[config.mk]
export PLATFORM = sky130hd
export DESIGN_NAME = tmu2_adrgen
export DESIGN_NICKNAME = d
export VERILOG_FILES = /design/src/rtl/tmu2_adrgen_pkg.sv /design/src/rtl/tmu2_mult11.sv /design/src/rtl/tmu2_adrgen.sv
export SDC_FILE = /design/constraint.sdc
export NUM_CORES = 2
export LEC_CHECK = 0
export CORE_ASPECT_RATIO = 0.7
export CORE_MARGIN = 1.5
export CORE_UTILIZATION = 35
export DETAILED_ROUTE_END_ITERATION = 16
export MAX_ROUTING_LAYER = met4
export PLACE_DENSITY_LB_ADDON = 0.05
export SETUP_SLACK_MARGIN = 0.2
export SLEW_MARGIN = 25
export SYNTH_ARGS = -nofsm -noshare
export SYNTH_HDL_FRONTEND = slang
export SYNTH_SLANG_ARGS = --single-unit
[constraint.sdc]
create_clock -name sys_clk -period 17.7 [get_ports sys_clk]
set_input_delay 4.425 -clock sys_clk [delete_from_list [all_inputs] [get_ports sys_clk]]
set_output_delay 4.425 -clock sys_clk [all_outputs]
set_load 0.01 [all_outputs]
[src/rtl/tmu2_adrgen_pkg.sv]
// Shared TMU2 constants and coordinate types used by the address generator.
package tmu2_adrgen_pkg;

  localparam int TMU2_FRAC_BITS   = 6;
  localparam int TMU2_COORD_BITS  = 11;
  localparam int TMU2_TCOORD_BITS = 17;
  localparam int TMU2_PROD_BITS   = 2 * TMU2_COORD_BITS;

  typedef logic [TMU2_COORD_BITS-1:0] coord_t;
  typedef logic [TMU2_FRAC_BITS-1:0]  frac_t;
  typedef logic [TMU2_PROD_BITS-1:0]  prod_t;

endpackage

[src/rtl/tmu2_mult11.sv]
// 11x11 unsigned multiplier with a single clock-enabled output register (DSP friendly).
module tmu2_mult11
  import tmu2_adrgen_pkg::*;
(
  input  logic   clk,
  input  logic   rst,
  input  logic   i_ce,
  input  coord_t i_a,
  input  coord_t i_b,
  output prod_t  o_p
);

  prod_t r_p;

  always_ff @(posedge clk or posedge rst) begin
    if (rst) begin
      r_p <= '0;
    end else if (i_ce) begin
      r_p <= {{TMU2_COORD_BITS{1'b0}}, i_a} * {{TMU2_COORD_BITS{1'b0}}, i_b};
    end
  end

  assign o_p = r_p;

endmodule

[src/rtl/tmu2_adrgen.sv]
// TMU2 address generator: destination pixel address, four bilinear texel
// addresses and fractional weights, four-stage pipeline under a global stall.
module tmu2_adrgen
  import tmu2_adrgen_pkg::*;
#(
  parameter int fml_depth = 26
) (
  input  logic                 sys_clk,
  input  logic                 sys_rst,
  output logic                 busy,
  input  logic                 pipe_stb_i,
  output logic                 pipe_ack_o,
  input  logic [10:0]          dx_c,
  input  logic [10:0]          dy_c,
  input  logic [16:0]          tx_c,
  input  logic [16:0]          ty_c,
  input  logic [fml_depth-2:0] dst_fbuf,
  input  logic [10:0]          dst_hres,
  input  logic [fml_depth-2:0] tex_fbuf,
  input  logic [10:0]          tex_hres,
  output logic                 pipe_stb_o,
  input  logic                 pipe_ack_i,
  output logic [fml_depth-2:0] dadr,
  output logic [fml_depth-2:0] tadra,
  output logic [fml_depth-2:0] tadrb,
  output logic [fml_depth-2:0] tadrc,
  output logic [fml_depth-2:0] tadrd,
  output logic [5:0]           x_frac,
  output logic [5:0]           y_frac
);

  localparam int AW = fml_depth - 1;

  logic w_en;
  assign w_en       = ~pipe_stb_o | pipe_ack_i;
  assign pipe_ack_o = w_en;

  logic   r_v0, r_v1, r_v2;
  coord_t r_dx0, r_dy0, r_tx0, r_ty0, r_dx1, r_tx1;
  frac_t  r_xf0, r_yf0, r_xf1, r_yf1, r_xf2, r_yf2;
  prod_t  w_dmul, w_tmul;
  logic [AW-1:0] r_dadr2, r_ta2, r_ys2;
  logic          r_xs2;

  assign busy = r_v0 | r_v1 | r_v2 | pipe_stb_o;

  // S0: split texture coordinates into integer texel index and 6-bit weight
  always_ff @(posedge sys_clk or posedge sys_rst) begin
    if (sys_rst) begin
      r_v0  <= 1'b0;
      r_dx0 <= '0;
      r_dy0 <= '0;
      r_tx0 <= '0;
      r_ty0 <= '0;
      r_xf0 <= '0;
      r_yf0 <= '0;
    end else if (w_en) begin
      r_v0  <= pipe_stb_i;
      r_dx0 <= dx_c;
      r_dy0 <= dy_c;
      r_tx0 <= tx_c[TMU2_TCOORD_BITS-1:TMU2_FRAC_BITS];
      r_ty0 <= ty_c[TMU2_TCOORD_BITS-1:TMU2_FRAC_BITS];
      r_xf0 <= tx_c[TMU2_FRAC_BITS-1:0];
      r_yf0 <= ty_c[TMU2_FRAC_BITS-1:0];
    end
  end

  tmu2_mult11 u_dmul (
    .clk  (sys_clk),
    .rst  (sys_rst),
    .i_ce (w_en),
    .i_a  (r_dy0),
    .i_b  (dst_hres),
    .o_p  (w_dmul)
  );

  tmu2_mult11 u_tmul (
    .clk  (sys_clk),
    .rst  (sys_rst),
    .i_ce (w_en),
    .i_a  (r_ty0),
    .i_b  (tex_hres),
    .o_p  (w_tmul)
  );

  // S1: row products live in the multipliers; side data rides alongside
  always_ff @(posedge sys_clk or posedge sys_rst) begin
    if (sys_rst) begin
      r_v1  <= 1'b0;
      r_dx1 <= '0;
      r_tx1 <= '0;
      r_xf1 <= '0;
      r_yf1 <= '0;
    end else if (w_en) begin
      r_v1  <= r_v0;
      r_dx1 <= r_dx0;
      r_tx1 <= r_tx0;
      r_xf1 <= r_xf0;
      r_yf1 <= r_yf0;
    end
  end

  // S2: base addresses; zero-weight neighbours collapse onto texel A
  always_ff @(posedge sys_clk or posedge sys_rst) begin
    if (sys_rst) begin
      r_v2    <= 1'b0;
      r_dadr2 <= '0;
      r_ta2   <= '0;
      r_xs2   <= 1'b0;
      r_ys2   <= '0;
      r_xf2   <= '0;
      r_yf2   <= '0;
    end else if (w_en) begin
      r_v2    <= r_v1;
      r_dadr2 <= dst_fbuf + AW'(w_dmul) + AW'(r_dx1);
      r_ta2   <= tex_fbuf + AW'(w_tmul) + AW'(r_tx1);
      r_xs2   <= (r_xf1 != '0);
      r_ys2   <= (r_yf1 != '0) ? AW'(tex_hres) : '0;
      r_xf2   <= r_xf1;
      r_yf2   <= r_yf1;
    end
  end

  always_ff @(posedge sys_clk or posedge sys_rst) begin
    if (sys_rst) begin
      pipe_stb_o <= 1'b0;
      dadr       <= '0;
      tadra      <= '0;
      tadrb      <= '0;
      tadrc      <= '0;
      tadrd      <= '0;
      x_frac     <= '0;
      y_frac     <= '0;
    end else if (w_en) begin
      pipe_stb_o <= r_v2;
      dadr       <= r_dadr2;
      tadra      <= r_ta2;
      tadrb      <= r_ta2 + AW'(r_xs2);
      tadrc      <= r_ta2 + r_ys2;
      tadrd      <= r_ta2 + r_ys2 + AW'(r_xs2);
      x_frac     <= r_xf2;
      y_frac     <= r_yf2;
    end
  end

endmodule

==> results.md <==
* Status: finished clean
* Initial antenna violation count at 4
* CTS tree: built
* Worst min-delay path class: flop to flop
* Final Hold Vio Count at 0
* Number of max-cap violations at 0
* Critical Path Slowest Stage Cell: buf_4
* Core ar. at 71500 um^2
* Clock sink count at 349
* Via count at 19400
* Placement Cell Area at 28800 um^2
* Initial Utilization at 35.4%
* Post-Route WL at 71.2 mm
* Clk pin slew, worst setup/hold paths at 0.06 ns
* Commonest non-fill, non-tap cells in the layout: nand2_1, dfrtp_1, clkdlybuf4s50_1
* WHS Endpoint: dadr[5]
* Gpl congestion at 0.844
* Fillers at 7129
* Hold Crit Start: dadr[5]
* Synth Net Count at 3385
* Die W at 324 um
* Full die area at 73900 um^2
* Yosys cell types at 78
* Share of cells above drive strength 1 at 3.61%
* DR iter-0 viols at 933
* Total CTS buffers at 41
* Pre-antenna DRT Iters at 7
* First-pass GRT wire length at 114 mm
* Longest Clk Path Bufs at 3
* CP Cell Sequence: clkdlybuf4s50_1, nor2b_4, buf_4, inv_8, clkdlybuf4s50_1
* Final setup fails at 0
* Tmin final at 11.03 ns
* Sequential share of the synthesized area at 34.5%
* Setup Crit Path Kind: input pin to output port
* Pre-CTS WS at 6.62 ns
* Crit path required time at 13.28 ns
* Slew @ Worst Pin at 0.971 ns
* Area grow syn2layout at 19.1%
* Data arrival time of the worst path at 6.61 ns
* Worst r2r src: r_ty0[9]
* Clock Tree Root: clkbuf_16
* Critical Path Max Stage Delay at 0.66 ns
* Post-DP HPWL at 54.0 mm
* EDFF count, synth at 0
* Worst setup SP type: input pin
* Synth async-reset ratio at 100%
* Post-Syn Instances at 2867
* WHS Path Cells at 2
* Crit path buffers/inverters at 4
* Hold Buf Count CTS at 0
* Reg2reg end: u_tmul.o_p[19]
* Most common cell after layout, fill and taps aside: nand2_1
* Largest net degree at the start of global routing at 190
* Layout Nets at 3568
* Slack of the critical path at 6.67 ns
* Wirelength per Cell at 17.6 um
* Worst setup EP type: output port
* Mapped Area at 25300 um^2
* CP most frequent cell: clkdlybuf4s50_1
* Io pins at 272
* Worst R2R Path Depth at 18
* # rows at 82
* Setup Buffers After CTS at 0
* Normalized max-slew margin at 34.2%
* ANT nets after route at 0
* Post-DR vias/cell at 4.81
* Maximum clock frequency at 90.7 MHz
* Period utilization at 62.3%
* Worst Skew at 0.0176 ns
* Primary FF master, synth: dfrtp_1
* Setup TNS at 0 ns
* Vert. Die Dim at 228 um
* PortBufs at 271
* Critical Path Fanout Max at 78
* CP top delay family: buffers and inverters
* Post-CTS sizing at 0
* DRC Markers at 0
* Vias in the first global route at 19700
* All-Layer GR Usage at 20.0%
* Reg-to-reg setup timing slack at 11.97 ns
* Yosys reg bits at 349
* Synth Area per Inst at 8.82 um^2
* GRT overflow at 0
* Clock Latency Late Sink at 0.59 ns
* Synth warn at 0
* Max H-tree Level at 2
* Max-slew violation count at 0
* Design area at 30100 um^2
* Unrepaired setup endpoints after global routing: false
[worst min-delay path, delay by kind of cell, from the launching register on]
kind,cells,cell delay [ns]
flops,1,0.34
simple gates,2,0.09
[cell families after synthesis]
family	after synthesis	share of synthesized area (%)
adder cells (fa/ha/maj)	386	24.6
multiplexers	2	0.0890
XOR/XNOR	118	4.11
buffers and inverters	392	5.85
AND/OR/NAND/NOR	1248	21.8
flip-flops	349	34.5
AO/OA/AOI/OAI	372	9.00
[cells in the mapped netlist, drive strengths merged, types with 3 or more instances]
cell	number	share of area, %
fa	185	15
nor4	9	0.37
nor3b	7	0.23
ha	201	9.9
nor2b	11	0.27
and2	141	3.5
a21o	20	0.59
nand4b	3	0.10
o21ai	117	2.3
a31oi	6	0.15
o31a	3	0.10
xor2	54	1.9
nand3	33	0.67
or2	11	0.27
a21boi	11	0.37
nand4	15	0.47
nand2	788	12
a21oi	120	2.4
or3	8	0.20
clkbuf	124	1.8
nor3	32	0.67
dfrtp	349	35
a2111oi	4	0.14
or4b	3	0.13
a31o	5	0.17
and3	11	0.27
a211o	4	0.14
o21bai	7	0.21
buf	18	0.30
xnor2	64	2.2
nand3b	4	0.12
inv	250	3.7
nor2	145	2.2
a211oi	11	0.35
o211ai	10	0.30
o21a	14	0.42
o311ai	4	0.14
or4	5	0.15
nand2b	17	0.42
o31ai	17	0.52
[registers in the layout, summed over array words and instances (netlist names), 22 cells and up]
name,flops
tadrd,25
tadrb,25
u_dmul.o_p,22
dadr,25
r_ta2,25
r_dadr2,25
u_tmul.o_p,22
tadra,25
tadrc,25
[how the worst max path moves through the flow]
stage | startpoint | to | slack (ns) | depth (start not counted)
2_1_floorplan | sys_rst | dadr[0] | 3.60 | 1
3_3_place_gp | pipe_ack_i | pipe_ack_o | 6.65 | 5
3_5_place_dp | pipe_ack_i | pipe_ack_o | 6.62 | 5
4_1_cts | pipe_ack_i | pipe_ack_o | 6.62 | 5
5_1_grt | pipe_ack_i | pipe_ack_o | 6.48 | 5
6_report | pipe_ack_i | pipe_ack_o | 6.67 | 5
[layer usage]
layer | GRT usage [%] | up-vias | share of wire [%]
li1 | - | 9562 | -
met1 | 30.0 | 9507 | 53
met2 | 28.1 | 318 | 42
met3 | 3.51 | 61 | 4.1
met4 | 3.65 | 0 | 1.2
met5 | - | - | 0
[stage by stage]
stage,utilization [%],hold slack [ns],instances
2_1_floorplan,-,0.439,2867
3_3_place_gp,40.3,0.449,3973
3_5_place_dp,40.3,0.456,3973
4_1_cts,42.1,0.469,4043
5_1_grt,42.1,0.488,4046
6_report,42.1,0.463,4046
[cell type report]
type | instances | area (um^2) | area share (%)
Multi-Input combinational cell | 2126 | 15100 | 50.1
Sequential cell | 349 | 8730 | 29.0
Timing Repair Buffer | 282 | 2810 | 9.33
Tap cell | 966 | 1210 | 4.01
Clock buffer | 60 | 1200 | 3.98
Inverter | 250 | 953 | 3.16
Clock inverter | 10 | 118 | 0.390
Antenna cell | 3 | 7.51 | 0.0249
Power is not shown: default switching activity piles up to over one toggle a cycle in this logic, so the estimate is an artifact.
==> RTL edit, RTL diff (same settings) <==
Set the parameter `fml_depth` to 13 (it was 26).
--- a/src/rtl/tmu2_adrgen.sv
+++ b/src/rtl/tmu2_adrgen.sv
@@ -4,5 +4,5 @@
   import tmu2_adrgen_pkg::*;
 #(
-  parameter int fml_depth = 26
+  parameter int fml_depth = 13
 ) (
   input  logic                 sys_clk,
Ports: changed (7 resized); port bits go from 272 to 181. No check against the original RTL was run, so the function may have changed too.
==> RTL edit against the unedited design <==
Hold slack lost 0.0021 ns. Via count down 41%. Utilization up 1.3 points. Wire length fell by 44%. Maximum frequency is 3.2% higher. Final area fell by 38%. Synthesized area shrank 40%. Non-clock buffer count down 96. Cell count shrank 39%. Sequential cell count shrank 111. Setup slack gained 0.34 ns. Count of clock-buffer cells in the layout shrank 16.
==> RTL edit: results (changes against the unedited design) <==
[synth]
synth_compound_area_share_pct=6.80  ; was 9.00%
synth_area_leaders=dfrtp_1, nand2_1, fa_1, ha_1, inv_1  ; was dfrtp_1, fa_1, nand2_1, ha_1, inv_1
synth-seq-cells=238  ; was 349
ys.flop_type=dfrtp_1  ; unchanged
synth_adder_area_share_pct=21.1  ; was 24.6%
synth_xor_area_share_pct=5.10  ; was 4.11%
synth_common_cells=nand2_1, dfrtp_1, inv_1, fa_1, ha_1  ; was nand2_1, dfrtp_1, inv_1, ha_1, fa_1
synth_mux_area_share_pct=0  ; was 0.0890%
ys_seq_area_share_pct=39.0  ; was 34.5%
yosys_warnings=0  ; unchanged
ys_types=54  ; was 78
syn_nets=2034  ; was 3385

[hold_path]
hold_path_end=y_frac[0]  ; was dadr[5]
hold_start=y_frac[0]  ; was dadr[5]
min_path_type=flop to flop  ; unchanged

[sta]
tightestPinTransition_ns=1.02  ; was 0.971 ns
skew_ns=0.0250  ; was 0.0176 ns
finalMaxSlewViolations=0  ; unchanged

[critical_path]
reg2regPathDepth=17  ; was 18
crit_fanout=172  ; was 78
reg2reg_from=r_dy0[5]  ; was r_ty0[9]
regToRegEndpoint=u_dmul.o_p[11]  ; was u_tmul.o_p[19]
cp.arrival_ns=6.27  ; was 6.61 ns
worst_path_largest_cell_delay_ns=0.69  ; was 0.66 ns
reg2reg_slack_ns=12.94  ; was 11.97 ns
worst_path_max_delay_cell=clkdlybuf4s50_1  ; was buf_4

[status]
outcome=finished clean  ; unchanged

[cts]
clock_latency_ns=0.57  ; was 0.59 ns
numCtsBuffers=28  ; was 41
root_buffer=clkbuf_16  ; unchanged
cts_max_level=1  ; was 2
path_clk_slew_ns=0.06  ; about the same

[placed_design]
portBuffers=180  ; was 271
hpwl_um=29500  ; was 54000 µm
routabilityCongestion=0.840  ; was 0.844

[grt]
grt.met2_usage_pct=24.8  ; was 28.1%
antenna_found_initial=2  ; was 4
grt_first_pass_wirelength_um=65000  ; was 114000 µm
grt_pass1_vias=11400  ; was 19700
met1_usage_pct=30.5  ; was 30.0%
grt_usage_pct=19.0  ; was 20.0%
grt_max_degree=173  ; was 190
gr-usage-met3_pct=2.76  ; was 3.51%

[routing]
viasPerCell=4.59  ; was 4.81
top_layer_used=met4  ; unchanged
met1_length_um=22400  ; was 37400 µm
wl_met3_um=1550  ; was 2900 µm
met2_length_um=15400  ; was 30000 µm
totalWireLength_um=40000  ; was 71200 µm
first_pass_iters=5  ; was 7
drtIter0Drc=667  ; was 933

[final_layout]
drive_above_1_share_pct=3.38  ; was 3.61%
nets=2174  ; was 3568

==> RTL edit: cell count changes after synthesis, moves of 82 or more <==
cell	change
nand2_1	-162
dfrtp_1	-111
ha_1	-108
inv_1	-100
nor2_1	-93
fa_1	-82
==> RTL edit: cell type report <==
cell class	instances	area [µm²]
antenna	2	5.00
clock inverter	7	93.8
sequential	238	5960
multi-input combinational	1267	8490
fill	4378	24200
timing repair buffer	186	1850
tap	585	732
clock buffer	44	861
inverter	151	582
==> RTL edit: per-stage QoR <==
step	instance area [µm²]	setup slack, ns	utilization [%]	hold slack, ns	cells
after floorplan	15300	6.74	-	0.439	1732
after CTS	18600	6.89	43.5	0.468	2478
final	18600	7.01	43.5	0.460	2480
after global routing	18600	6.84	43.5	0.479	2480
after detailed placement	17600	6.89	41.2	0.455	2427
after global placement	17600	6.90	41.2	0.449	2427
